==> config.mk <==
export PLATFORM = sky130hd
export DESIGN_NAME = l1_l2_arbiter_flat
export DESIGN_NICKNAME = d
export VERILOG_FILES = /design/src/rtl/l1_l2_arbiter_if.sv /design/src/rtl/l1_l2_arbiter.sv /design/src/flat_wrapper.sv
export SDC_FILE = /design/constraint.sdc
export NUM_CORES = 1
export LEC_CHECK = 0
export ABC_CLOCK_PERIOD_IN_PS = 4300
export BUFFER_PORTS_ARGS = -buffer_cell sky130_fd_sc_hd__buf_4
export CORE_ASPECT_RATIO = 1.5
export CORE_MARGIN = 8
export CORE_UTILIZATION = 29
export DETAILED_ROUTE_END_ITERATION = 8
export GPL_TIMING_DRIVEN = 0
export HOLD_SLACK_MARGIN = 0.1
export PLACE_DENSITY = 0.86
export SLEW_MARGIN = 0
export SYNTH_ARGS = -nofsm -noshare
export SYNTH_HDL_FRONTEND = slang
export SYNTH_SLANG_ARGS = --single-unit
==> constraint.sdc <==
create_clock -name clk -period 4.3 [get_ports clk]
set_input_delay 0.86 -clock clk [delete_from_list [all_inputs] [get_ports clk]]
set_output_delay 0.86 -clock clk [all_outputs]
set_load 0.01 [all_outputs]
==> src/rtl/l1_l2_arbiter_if.sv <==
// Shared request package and request-port interface for the L1/L2 arbiter.
// Ports: req_valid/req_type/req_address/req_wdata travel from requester to
// responder; req_fulfilled is the per-beat completion pulse coming back.
package l1_l2_arbiter_pkg;
    typedef enum logic {
        LOAD  = 1'b0,
        STORE = 1'b1
    } memory_operation_e;
endpackage

interface l1_l2_arbiter_if #(
    parameter int ADDR_WIDTH = 32,
    parameter int DATA_WIDTH = 32
);
    import l1_l2_arbiter_pkg::*;

    logic                  req_valid;
    memory_operation_e     req_type;
    logic [ADDR_WIDTH-1:0] req_address;
    logic [DATA_WIDTH-1:0] req_wdata;
    logic                  req_fulfilled;

    // Requester side: issues beats, receives completion.
    modport master (
        output req_valid, req_type, req_address, req_wdata,
        input  req_fulfilled
    );

    // Responder side.
    modport slave (
        input  req_valid, req_type, req_address, req_wdata,
        output req_fulfilled
    );

    // Responder side for a read-only requester (write data never consumed).
    modport slave_nowd (
        input  req_valid, req_type, req_address,
        output req_fulfilled
    );
endinterface

==> src/rtl/l1_l2_arbiter.sv <==
// Purpose: locks the single L2 request port to the I- or D-cache controller for a whole
//          multi-beat transaction, round-robin on contention. Ports: clk, reset, icache/dcache
//          (responder side), l2 (requester side), icache_granted/dcache_granted status.
// Latency: grant one cycle after valid from idle; fulfilled is a zero-latency passthrough.
// Backpressure: owner holds the L2 while valid stays high; one bubble cycle between owners.
module l1_l2_arbiter
    import l1_l2_arbiter_pkg::*;
#(
    parameter int ADDR_WIDTH = 32,
    parameter int DATA_WIDTH = 32
) (
    input  logic                    clk,
    input  logic                    reset,
    l1_l2_arbiter_if.slave_nowd     icache,
    l1_l2_arbiter_if.slave          dcache,
    l1_l2_arbiter_if.master         l2,
    output logic                    icache_granted,
    output logic                    dcache_granted
);

    typedef enum logic [1:0] {
        ST_IDLE    = 2'd0,
        ST_GRANT_I = 2'd1,
        ST_GRANT_D = 2'd2
    } state_e;

    state_e r_state;
    state_e w_next_state;
    logic   r_last_grant;      // 0 = I owned last, 1 = D owned last
    logic   w_next_last_grant;

    logic                  w_l2_valid;
    memory_operation_e     w_l2_type;
    logic [ADDR_WIDTH-1:0] w_l2_address;
    logic [DATA_WIDTH-1:0] w_l2_wdata;
    logic                  w_i_fulfilled;
    logic                  w_d_fulfilled;
    logic                  w_i_granted;
    logic                  w_d_granted;

    always_ff @(posedge clk) begin
        if (reset) begin
            r_state      <= ST_IDLE;
            r_last_grant <= 1'b0;
        end else begin
            r_state      <= w_next_state;
            r_last_grant <= w_next_last_grant;
        end
    end

    always_comb begin
        w_next_state      = r_state;
        w_next_last_grant = r_last_grant;
        w_l2_valid        = 1'b0;
        w_l2_type         = LOAD;
        w_l2_address      = '0;
        w_l2_wdata        = '0;
        w_i_fulfilled     = 1'b0;
        w_d_fulfilled     = 1'b0;
        w_i_granted       = 1'b0;
        w_d_granted       = 1'b0;

        case (r_state)
            ST_IDLE: begin
                // On contention hand the port to whoever did not own it last.
                if (icache.req_valid && (!dcache.req_valid || r_last_grant)) begin
                    w_next_state      = ST_GRANT_I;
                    w_next_last_grant = 1'b0;
                end else if (dcache.req_valid) begin
                    w_next_state      = ST_GRANT_D;
                    w_next_last_grant = 1'b1;
                end
            end

            ST_GRANT_I: begin
                w_i_granted = 1'b1;
                if (icache.req_valid) begin
                    w_l2_valid    = 1'b1;
                    w_l2_type     = icache.req_type;
                    w_l2_address  = icache.req_address;
                    w_i_fulfilled = l2.req_fulfilled;
                end else if (dcache.req_valid) begin
                    // Release cycle doubles as the handoff bubble.
                    w_next_state      = ST_GRANT_D;
                    w_next_last_grant = 1'b1;
                end else begin
                    w_next_state = ST_IDLE;
                end
            end

            ST_GRANT_D: begin
                w_d_granted = 1'b1;
                // Type may flip STORE->LOAD mid-ownership (writeback then fill).
                if (dcache.req_valid) begin
                    w_l2_valid    = 1'b1;
                    w_l2_type     = dcache.req_type;
                    w_l2_address  = dcache.req_address;
                    w_l2_wdata    = dcache.req_wdata;
                    w_d_fulfilled = l2.req_fulfilled;
                end else if (icache.req_valid) begin
                    w_next_state      = ST_GRANT_I;
                    w_next_last_grant = 1'b0;
                end else begin
                    w_next_state = ST_IDLE;
                end
            end

            default: begin
                // Unreachable from reset; poison everything so it shows up in simulation.
                w_next_state      = state_e'('x);
                w_next_last_grant = 1'bx;
                w_l2_valid        = 1'bx;
                w_l2_type         = memory_operation_e'('x);
                w_l2_address      = 'x;
                w_l2_wdata        = 'x;
                w_i_fulfilled     = 1'bx;
                w_d_fulfilled     = 1'bx;
                w_i_granted       = 1'bx;
                w_d_granted       = 1'bx;
            end
        endcase
    end

    assign l2.req_valid           = w_l2_valid;
    assign l2.req_type            = w_l2_type;
    assign l2.req_address         = w_l2_address;
    assign l2.req_wdata           = w_l2_wdata;
    assign icache.req_fulfilled   = w_i_fulfilled;
    assign dcache.req_fulfilled   = w_d_fulfilled;
    assign icache_granted         = w_i_granted;
    assign dcache_granted         = w_d_granted;

endmodule

==> src/flat_wrapper.sv <==
// flat-port wrapper written by rule: the top's interface ports become plain ports
module l1_l2_arbiter_flat import l1_l2_arbiter_pkg::*;
#(
    parameter int ADDR_WIDTH = 32,
    parameter int DATA_WIDTH = 32
)
  (clk, reset, icache_granted, dcache_granted, icache_req_valid, icache_req_type, icache_req_address, icache_req_fulfilled, dcache_req_valid, dcache_req_type, dcache_req_address, dcache_req_wdata, dcache_req_fulfilled, l2_req_valid, l2_req_type, l2_req_address, l2_req_wdata, l2_req_fulfilled);
  l1_l2_arbiter_if #(.ADDR_WIDTH(ADDR_WIDTH), .DATA_WIDTH(DATA_WIDTH)) icache_i ();
  l1_l2_arbiter_if #(.ADDR_WIDTH(ADDR_WIDTH), .DATA_WIDTH(DATA_WIDTH)) dcache_i ();
  l1_l2_arbiter_if #(.ADDR_WIDTH(ADDR_WIDTH), .DATA_WIDTH(DATA_WIDTH)) l2_i ();
  input  logic clk;
  input  logic reset;
  output logic icache_granted;
  output logic dcache_granted;
  input wire logic [$bits(icache_i.req_valid)-1:0] icache_req_valid;
  input wire logic [$bits(icache_i.req_type)-1:0] icache_req_type;
  input wire logic [$bits(icache_i.req_address)-1:0] icache_req_address;
  output wire logic [$bits(icache_i.req_fulfilled)-1:0] icache_req_fulfilled;
  input wire logic [$bits(dcache_i.req_valid)-1:0] dcache_req_valid;
  input wire logic [$bits(dcache_i.req_type)-1:0] dcache_req_type;
  input wire logic [$bits(dcache_i.req_address)-1:0] dcache_req_address;
  input wire logic [$bits(dcache_i.req_wdata)-1:0] dcache_req_wdata;
  output wire logic [$bits(dcache_i.req_fulfilled)-1:0] dcache_req_fulfilled;
  output wire logic [$bits(l2_i.req_valid)-1:0] l2_req_valid;
  output wire logic [$bits(l2_i.req_type)-1:0] l2_req_type;
  output wire logic [$bits(l2_i.req_address)-1:0] l2_req_address;
  output wire logic [$bits(l2_i.req_wdata)-1:0] l2_req_wdata;
  input wire logic [$bits(l2_i.req_fulfilled)-1:0] l2_req_fulfilled;
  assign icache_i.req_valid = icache_req_valid;
  assign icache_i.req_type = icache_req_type;
  assign icache_i.req_address = icache_req_address;
  assign icache_req_fulfilled = icache_i.req_fulfilled;
  assign dcache_i.req_valid = dcache_req_valid;
  assign dcache_i.req_type = dcache_req_type;
  assign dcache_i.req_address = dcache_req_address;
  assign dcache_i.req_wdata = dcache_req_wdata;
  assign dcache_req_fulfilled = dcache_i.req_fulfilled;
  assign l2_req_valid = l2_i.req_valid;
  assign l2_req_type = l2_i.req_type;
  assign l2_req_address = l2_i.req_address;
  assign l2_req_wdata = l2_i.req_wdata;
  assign l2_i.req_fulfilled = l2_req_fulfilled;
  l1_l2_arbiter #(.ADDR_WIDTH(ADDR_WIDTH), .DATA_WIDTH(DATA_WIDTH)) u_core (.clk(clk), .reset(reset), .icache(icache_i), .dcache(dcache_i), .l2(l2_i), .icache_granted(icache_granted), .dcache_granted(dcache_granted));
endmodule
# Word level (Yosys, flattened, before mapping)
# Index checks and enable logic that the tools add are counted.
[totals]
register_bits = 3
input_bits = 103
out_inout_bits = 70
elab_cells = 46
[classes]
n_eq_ne = 6
n_mux = 30
n_reduce_logical = 8
[ops]
columns = ["cell", "count"]
rows = [
  ["32-bit two-way mux", 3],
  ["32-bit case mux with 3 select lines", 1],
  ["32-bit case mux with 2 select lines", 1],
  ["1-bit two-way mux", 12],
  ["2-bit two-way mux", 5],
  ["1-bit case mux with 3 select lines", 3],
  ["1-bit case mux with 2 select lines", 4],
  ["2-bit != test, second input constant", 3],
  ["2-bit case mux with 3 select lines", 1],
  ["3-bit AND reduction", 2],
  ["2-bit OR reduction", 2],
  ["3-bit by 2-bit != test with 1-bit output, second input constant", 1],
  ["2-bit by 1-bit == test with 1-bit output, second input constant", 1],
  ["2-bit == test, second input constant", 1],
  ["2-bit zero test", 1],
  ["1-bit logical AND", 1],
  ["1-bit zero test", 1],
  ["1-bit logical OR", 1],
]

# Depth between registers and ports, before layout
# Gate-level depths: netlist (run 1).
[logic_depth]
word_depth = 5
mapped_depth = 8
depth_no_buf = 6

# Least setup slack after synthesis (run 1)
# No wires, ideal clock.
[synth_path]
path_type = "input -> output"
from = "input port icache_req_valid"
to = "output port l2_req_address[0]"
arrival_ns = 1.730
t_required_ns = 3.440
setup_slack_ns = 1.710
path_stages = 6
path_buffers = 3
cell_sequence = "buf_2 > and2_1 > clkbuf_1 > buf_2 > a22oi_1 > nor2_1"
[synth_via]
elab_chain_len = 2
[synth_lines]
columns = ["item", "line", "source"]
rows = [
  ["start: declaration", "flat_wrapper.sv:15", "input wire logic [$bits(icache_i.req_valid)-1:0] icache_req_valid;"],
  ["32-bit two-way mux", "l1_l2_arbiter.sv:77", "if (icache.req_valid) begin"],
  ["32-bit case mux with 3 select lines", "l1_l2_arbiter.sv:63", "case (r_state)"],
  ["end: declaration", "flat_wrapper.sv:26", "output wire logic [$bits(l2_i.req_address)-1:0] l2_req_address;"],
]
# No other way between the ends.

# Final worst setup path (run 1)
[layout_path]
from = "input port icache_req_valid"
to = "output port l2_req_address[1]"
# The elaborated chain is that of the path after synthesis.

==> results.yml, run 1 <==
yosys:
  ys_seq_elements: 3
  yosysUniqueCellTypes: 23
  yosysWarnings: 0
  synth_area_per_cell_um2: 6.28
  synth-main-ff-cell: "dfxtp_1"
  syn_inst: 156
  synthesis.nets: 265
  ys_seq_area_frac: 0.0613
  synth-edff-count: 0
  synthArstFlopShare: 0
  syn_area_um2: 980
sta:
  worst_pin_slew_ns: 0.423
  grt_setup_unrepaired: "no"
  hold_viol: 0
  timing.final.max_slew_violations: 0
  hold_ws_ns: 0.496
  setup_violations: 0
  slew_headroom: 0.718
  finalSetupTns_ns: 0
  worst_clock_skew_ns: 0.000993
  fin_crit_ns: 2.93
  fmax_ghz: 0.342
  period_share: 0.681
clock_network:
  cts_buffers: 3
  cts_sinks: 3
  clockBufferDepth: 2
  cts_setup_buffers: 0
  clkSlewWorstSetupHoldPaths_ns: 0.03
  htreeDepth: 1
  cts_hold_buf: 0
  clockRootBuffer: "clkbuf_8"
  worstSkewPairLatency_ns: 0.22
  cts_tree: "done"
  cts_resized: 0
layout:
  layoutNonFillerInstCount: 374
  layout_common_cells: "172 x buf_4, 37 x nor2_1, 34 x and3_1, 33 x a22oi_1, 15 x clkbuf_1"
  fin_nets: 442
  final_util: 0.714
  antenna_cells: 0
  drive_gt1_frac: 0.554
  final_common_cell: "buf_4"
  area_delta_synth_final_pct: 142
place:
  gp_congestion: 0.800
  io_buffers: 172
  dp.cells: 370
  dp_hpwl_um: 5450
critical_path:
  r2r_setup_slack_ns: 2.42
  cp_max_fo: 10
  r2r_start: "u_core.r_state[0]"
  r2r_end: "u_core.r_state[0]"
  rr_worst_depth: 7
  worstPathRequired_ns: 3.44
  end_kind: "output port"
  startpoint_type: "input port"
  crit_type: "in -> out"
  crit_arrival_ns: 2.07
floorplan:
  rows: 26
  fp.dieW_um: 63.5
  fp.dieH_um: 87.2
  ios: 173
  coreArea_mm2: 0.00332
  start_util: 0.295
  die_area_mm2: 0.00553
hold_path:
  hp-class: "reg -> reg"
  hold_end: "u_core.r_state[1]"
  holdCritStartpoint: "u_core.r_state[1]"
  whs_path_depth: 2
global_route:
  grt_pass1_wl_um: 9410
  overflow: 0
  grt_pass1_vias: 1874
  antenna_found_initial: 0
  grt_usage: 0.207
  grt_max_degree: 11
power_and_ir_drop:
  power.leakage_uw: 0.00135
  p_per_area_mw_per_mm2: 250
  vdd_drop_max_mv: 0.208
routing:
  drt-vias-per-instance: 5.07
  ant_nets: 0
  wl_per_cell_um: 16.5
  via_count: 1896
  drt-total-wl_um: 6170
  first_pass_iters: 4
  first_iter_violations: 79
  drc: 0
status:
  status: "finished clean"
flow_run:
  drv_cap: 0
power by group:
| part | total (uW) | leakage, uW | internal (uW) | switching [uW] |
|---|---|---|---|---|
| registers | 45.2 | 0.0000248 | 36.4 | 8.83 |
| clock network | 81.7 | 0.0000228 | 63.2 | 18.5 |
| logic | 464 | 0.00130 | 231 | 234 |
synth_stat cells, types with 2 or more instances:
cell,n,area [um^2]
clkbuf_1,14,52.6
dfxtp_1,3,60.1
inv_1,2,7.51
ha_1,6,75.1
nand2b_1,3,18.8
a21oi_1,4,20.0
a22oi_1,33,248
nor2_1,37,139
buf_2,4,20.0
and3_1,34,213
nand2_1,3,11.3
buf_6,2,22.5
cell families after synthesis:
family,count (synthesis),synth area share
DFF,3,0.0613
and+or+nand+nor,81,0.420
AOI/OAI and AO/OA,42,0.323
buffers and inverters,23,0.109
muxes,1,0.0102
adders and majority gates,6,0.0766
metal layers:
metal	global-route usage	part of all wire	vias up
li1	-	-	919
met1	0.196	0.35	837
met2	0.371	0.48	132
met3	0.124	0.15	8
met4	0.0489	0.016	0
met5	0	0	-
final cells by class:
class,instances,area [um^2]
flip-flops and latches,3,60.1
inverters,3,11.3
repair buffers,172,1290
well taps,42,52.6
multi-input cells,130,813
clock buffers,4,45.0
plain buffers,20,95.1
fillers,316,950
critical path, stage by stage:
cell      delay, ns
buf_4          0.08
buf_2          0.19
and2_1         0.15
clkbuf_1       0.18
buf_2          0.24
a22oi_1        0.09
nor2_1         0.13
buf_4          0.15
sequential cells by signal, summed over array words and instances, names as in the netlist:
| register | count |
|---|---|
| u_core.r_state | 2 |
| u_core.r_last_grant | 1 |
metrics by stage:
stage | instance area (um^2) | worst slack, ns | power [uW]
final | 2370 | 1.37 | 591
after global placement | 2320 | 1.41 | 507
after floorplan | 980 | 1.71 | 296
after detailed placement | 2320 | 1.37 | 512
after CTS | 2370 | 1.38 | 597
after global routing | 2370 | 1.21 | 648
worst max-delay path by stage:
| stage | start | endpoint | slack (ns) | cells past startpoint |
|---|---|---|---|---|
| 3_3_place_gp | icache_req_valid | l2_req_address[19] | 1.41 | 8 |
| 4_1_cts | icache_req_valid | l2_req_address[31] | 1.38 | 8 |
| 2_1_floorplan | icache_req_valid | l2_req_address[0] | 1.71 | 6 |
| 3_5_place_dp | icache_req_valid | l2_req_address[31] | 1.37 | 8 |
| 6_report | icache_req_valid | l2_req_address[1] | 1.37 | 8 |
| 5_1_grt | u_core.r_state[0] | l2_req_address[6] | 1.21 | 9 |
(Power assumes the default switching activity.)
==> run 2: changes to the inputs <==
ABC_CLOCK_PERIOD_IN_PS = 2700   (was 4300)
CORE_UTILIZATION = 27   (was 29)
PLACE_DENSITY = 0.81   (was 0.86)
clock period = 2.7 ns   (was 4.3 ns; I/O delays follow)
==> run 2 against run 1 <==
Compared with the run above: sequential power up 65%; worst hold slack got worse by 0.0028 ns; first-iteration DRC count increased by 6.3%; combinational power increased by 60%; non-clock buffer count stayed put; critical path depth rose by 1; clock power up 57%; clock-buffer cell count did not move; utilization down 5.1 points; clock skew is 0.0021 ns higher; worst setup slack lost 1.2 ns; critical path type is now reg -> out.
==> results.yml, run 2 (synthesized netlist as in run 1, its figures left out) <==
global_route:
  grt_max_degree: 11
  busiest_layer: "met2"
  overflow: 0
  met2_usage: 0.339
  grt.met3_usage: 0.125
  met1_usage: 0.178
  antenna_found_initial: 0
  grt_pass1_wl_um: 9380
  grt_pass1_vias: 1965
  grt_usage: 0.194
layout:
  reg_top3: "u_core.r_state x2, u_core.r_last_grant x1"
  regMostFlops: "u_core.r_state"
  area_delta_synth_final_pct: 142
  layout_common_cells: "172 x buf_4, 37 x nor2_1, 34 x and3_1, 33 x a22oi_1, 12 x clkbuf_1"
  drive_gt1_frac: 0.566
  final_util: 0.663
  fin_nets: 442
  largest_reg_flops: 2
  antenna_cells: 0
  final_common_cell: "buf_4"
critical_path:
  worstPathRequired_ns: 2.16
  crit_type: "reg -> out"
  slowest_delay_ns: 0.36
  r2r_start: "u_core.r_state[0]"
  crit_arrival_ns: 1.95
  crit_top_cell: "buf_6"
  end_kind: "output port"
  crit_slowest_cell: "dfxtp_2"
  crit_path_cell_trace: "inv_1, ha_1, buf_6, and2_4, buf_6, clkbuf_2, a22oi_1, nor2_1, buf_4"
  startpoint_type: "flip-flop"
  crit_start: "u_core.r_state[0]"
  cp_max_fo: 10
floorplan:
  fp.dieH_um: 89.8
  start_util: 0.274
  coreArea_mm2: 0.00358
  fp.dieW_um: 65.2
  rows: 27
  die_area_mm2: 0.00585
  ios: 173
sta:
  finalSetupTns_ns: 0
  fin_crit_ns: 2.49
  hold_ws_ns: 0.493
  hold_viol: 0
  grt_setup_unrepaired: "no"
  worst_pin_slew_ns: 0.405
  period_share: 0.922
  worst_clock_skew_ns: 0.00314
  fmax_ghz: 0.402
  slew_headroom: 0.730
  setup_violations: 0
  timing.final.max_slew_violations: 0
clock_network:
  worstSkewPairLatency_ns: 0.21
  cts_tree: "done"
  clkSlewWorstSetupHoldPaths_ns: 0.03
  clockRootBuffer: "clkbuf_8"
  htreeDepth: 1
  cts_sinks: 3
  clockBufferDepth: 2
  cts_setup_buffers: 0
  cts_buffers: 3
hold_path:
  holdCritStartpoint: "reset"
  hp-class: "in -> reg"
routing:
  via_count: 1878
  wl_per_cell_um: 16.2
  drt-vias-per-instance: 5.01
  drc: 0
  ant_nets: 0
  first_iter_violations: 84
  drt-total-wl_um: 6090
  first_pass_iters: 4
flow_run:
  drv_cap: 0
place:
  io_buffers: 172
  dp_hpwl_um: 5320
  gp_congestion: 0.809
status:
  status: "finished clean"
power_and_ir_drop:
  vdd_drop_max_mv: 0.257
  power.leakage_uw: 0.00136
  p_per_area_mw_per_mm2: 398
==> run 2: layout make-up <==
class | count | area [um^2]
Timing Repair Buffer | 172 | 1290
Fill cell | 344 | 1210
Multi-Input combinational cell | 130 | 813
Buffer | 20 | 98.8
Sequential cell | 3 | 61.3
Tap cell | 43 | 53.8
Clock buffer | 4 | 45.0
Inverter | 3 | 11.3
==> run 2: what timing repair did <==
| action | CTS | global route |
|---|---|---|
| hold buffers | 0 | 0 |
| gates resized for setup | 0 | 7 |
| setup endpoints to repair | 0 | 30 |
| endpoints found under the hold margin | 0 | 0 |
==> run 2: worst paths after layout <==
check / endpoint / depth (start not counted) / slack (ns)
setup / recovery: l2_req_address[7] / 9 / 0.21
hold / removal: u_core.r_state[0] / 2 / 0.49
setup reg to reg: u_core.r_state[0] / 7 / 0.88
hold reg to reg: u_core.r_state[0] / 2 / 0.49
==> run 2: routing by layer <==
layer	vias to the layer above	wire (um)	share of wire
li1	924	-	-
met1	809	2030	0.33
met2	140	2980	0.49
met3	5	1030	0.17
met4	0	57	0.0094
met5	-	0	0
==> run 2: where the power goes <==
| group | internal (uW) | switching (uW) | leakage [uW] | total (uW) |
|---|---|---|---|---|
| sequential | 58.7 | 15.8 | 0.0000252 | 74.5 |
| clock | 100 | 27.3 | 0.0000228 | 128 |
| combinational | 370 | 374 | 0.00131 | 743 |
==> run 2: stage by stage <==
| stage | worst slack, ns | power [uW] | cells | area, um^2 |
|---|---|---|---|---|
| after floorplan | 0.560 | 472 | 156 | 980 |
| after global placement | 0.288 | 815 | 371 | 2320 |
| after detailed placement | 0.296 | 823 | 371 | 2320 |
| after CTS | 0.0630 | 956 | 375 | 2370 |
| after global routing | 0.0727 | 1040 | 375 | 2370 |
| final | 0.210 | 946 | 375 | 2370 |
==> run 2: worst max-delay path: cells and delay by family (launching register included) <==
family / cells / cell delay (ns)
buf+inv: 5 / 0.71
flops: 1 / 0.36
compound gates: 1 / 0.23
fa+ha+maj: 1 / 0.22
simple gates: 2 / 0.21
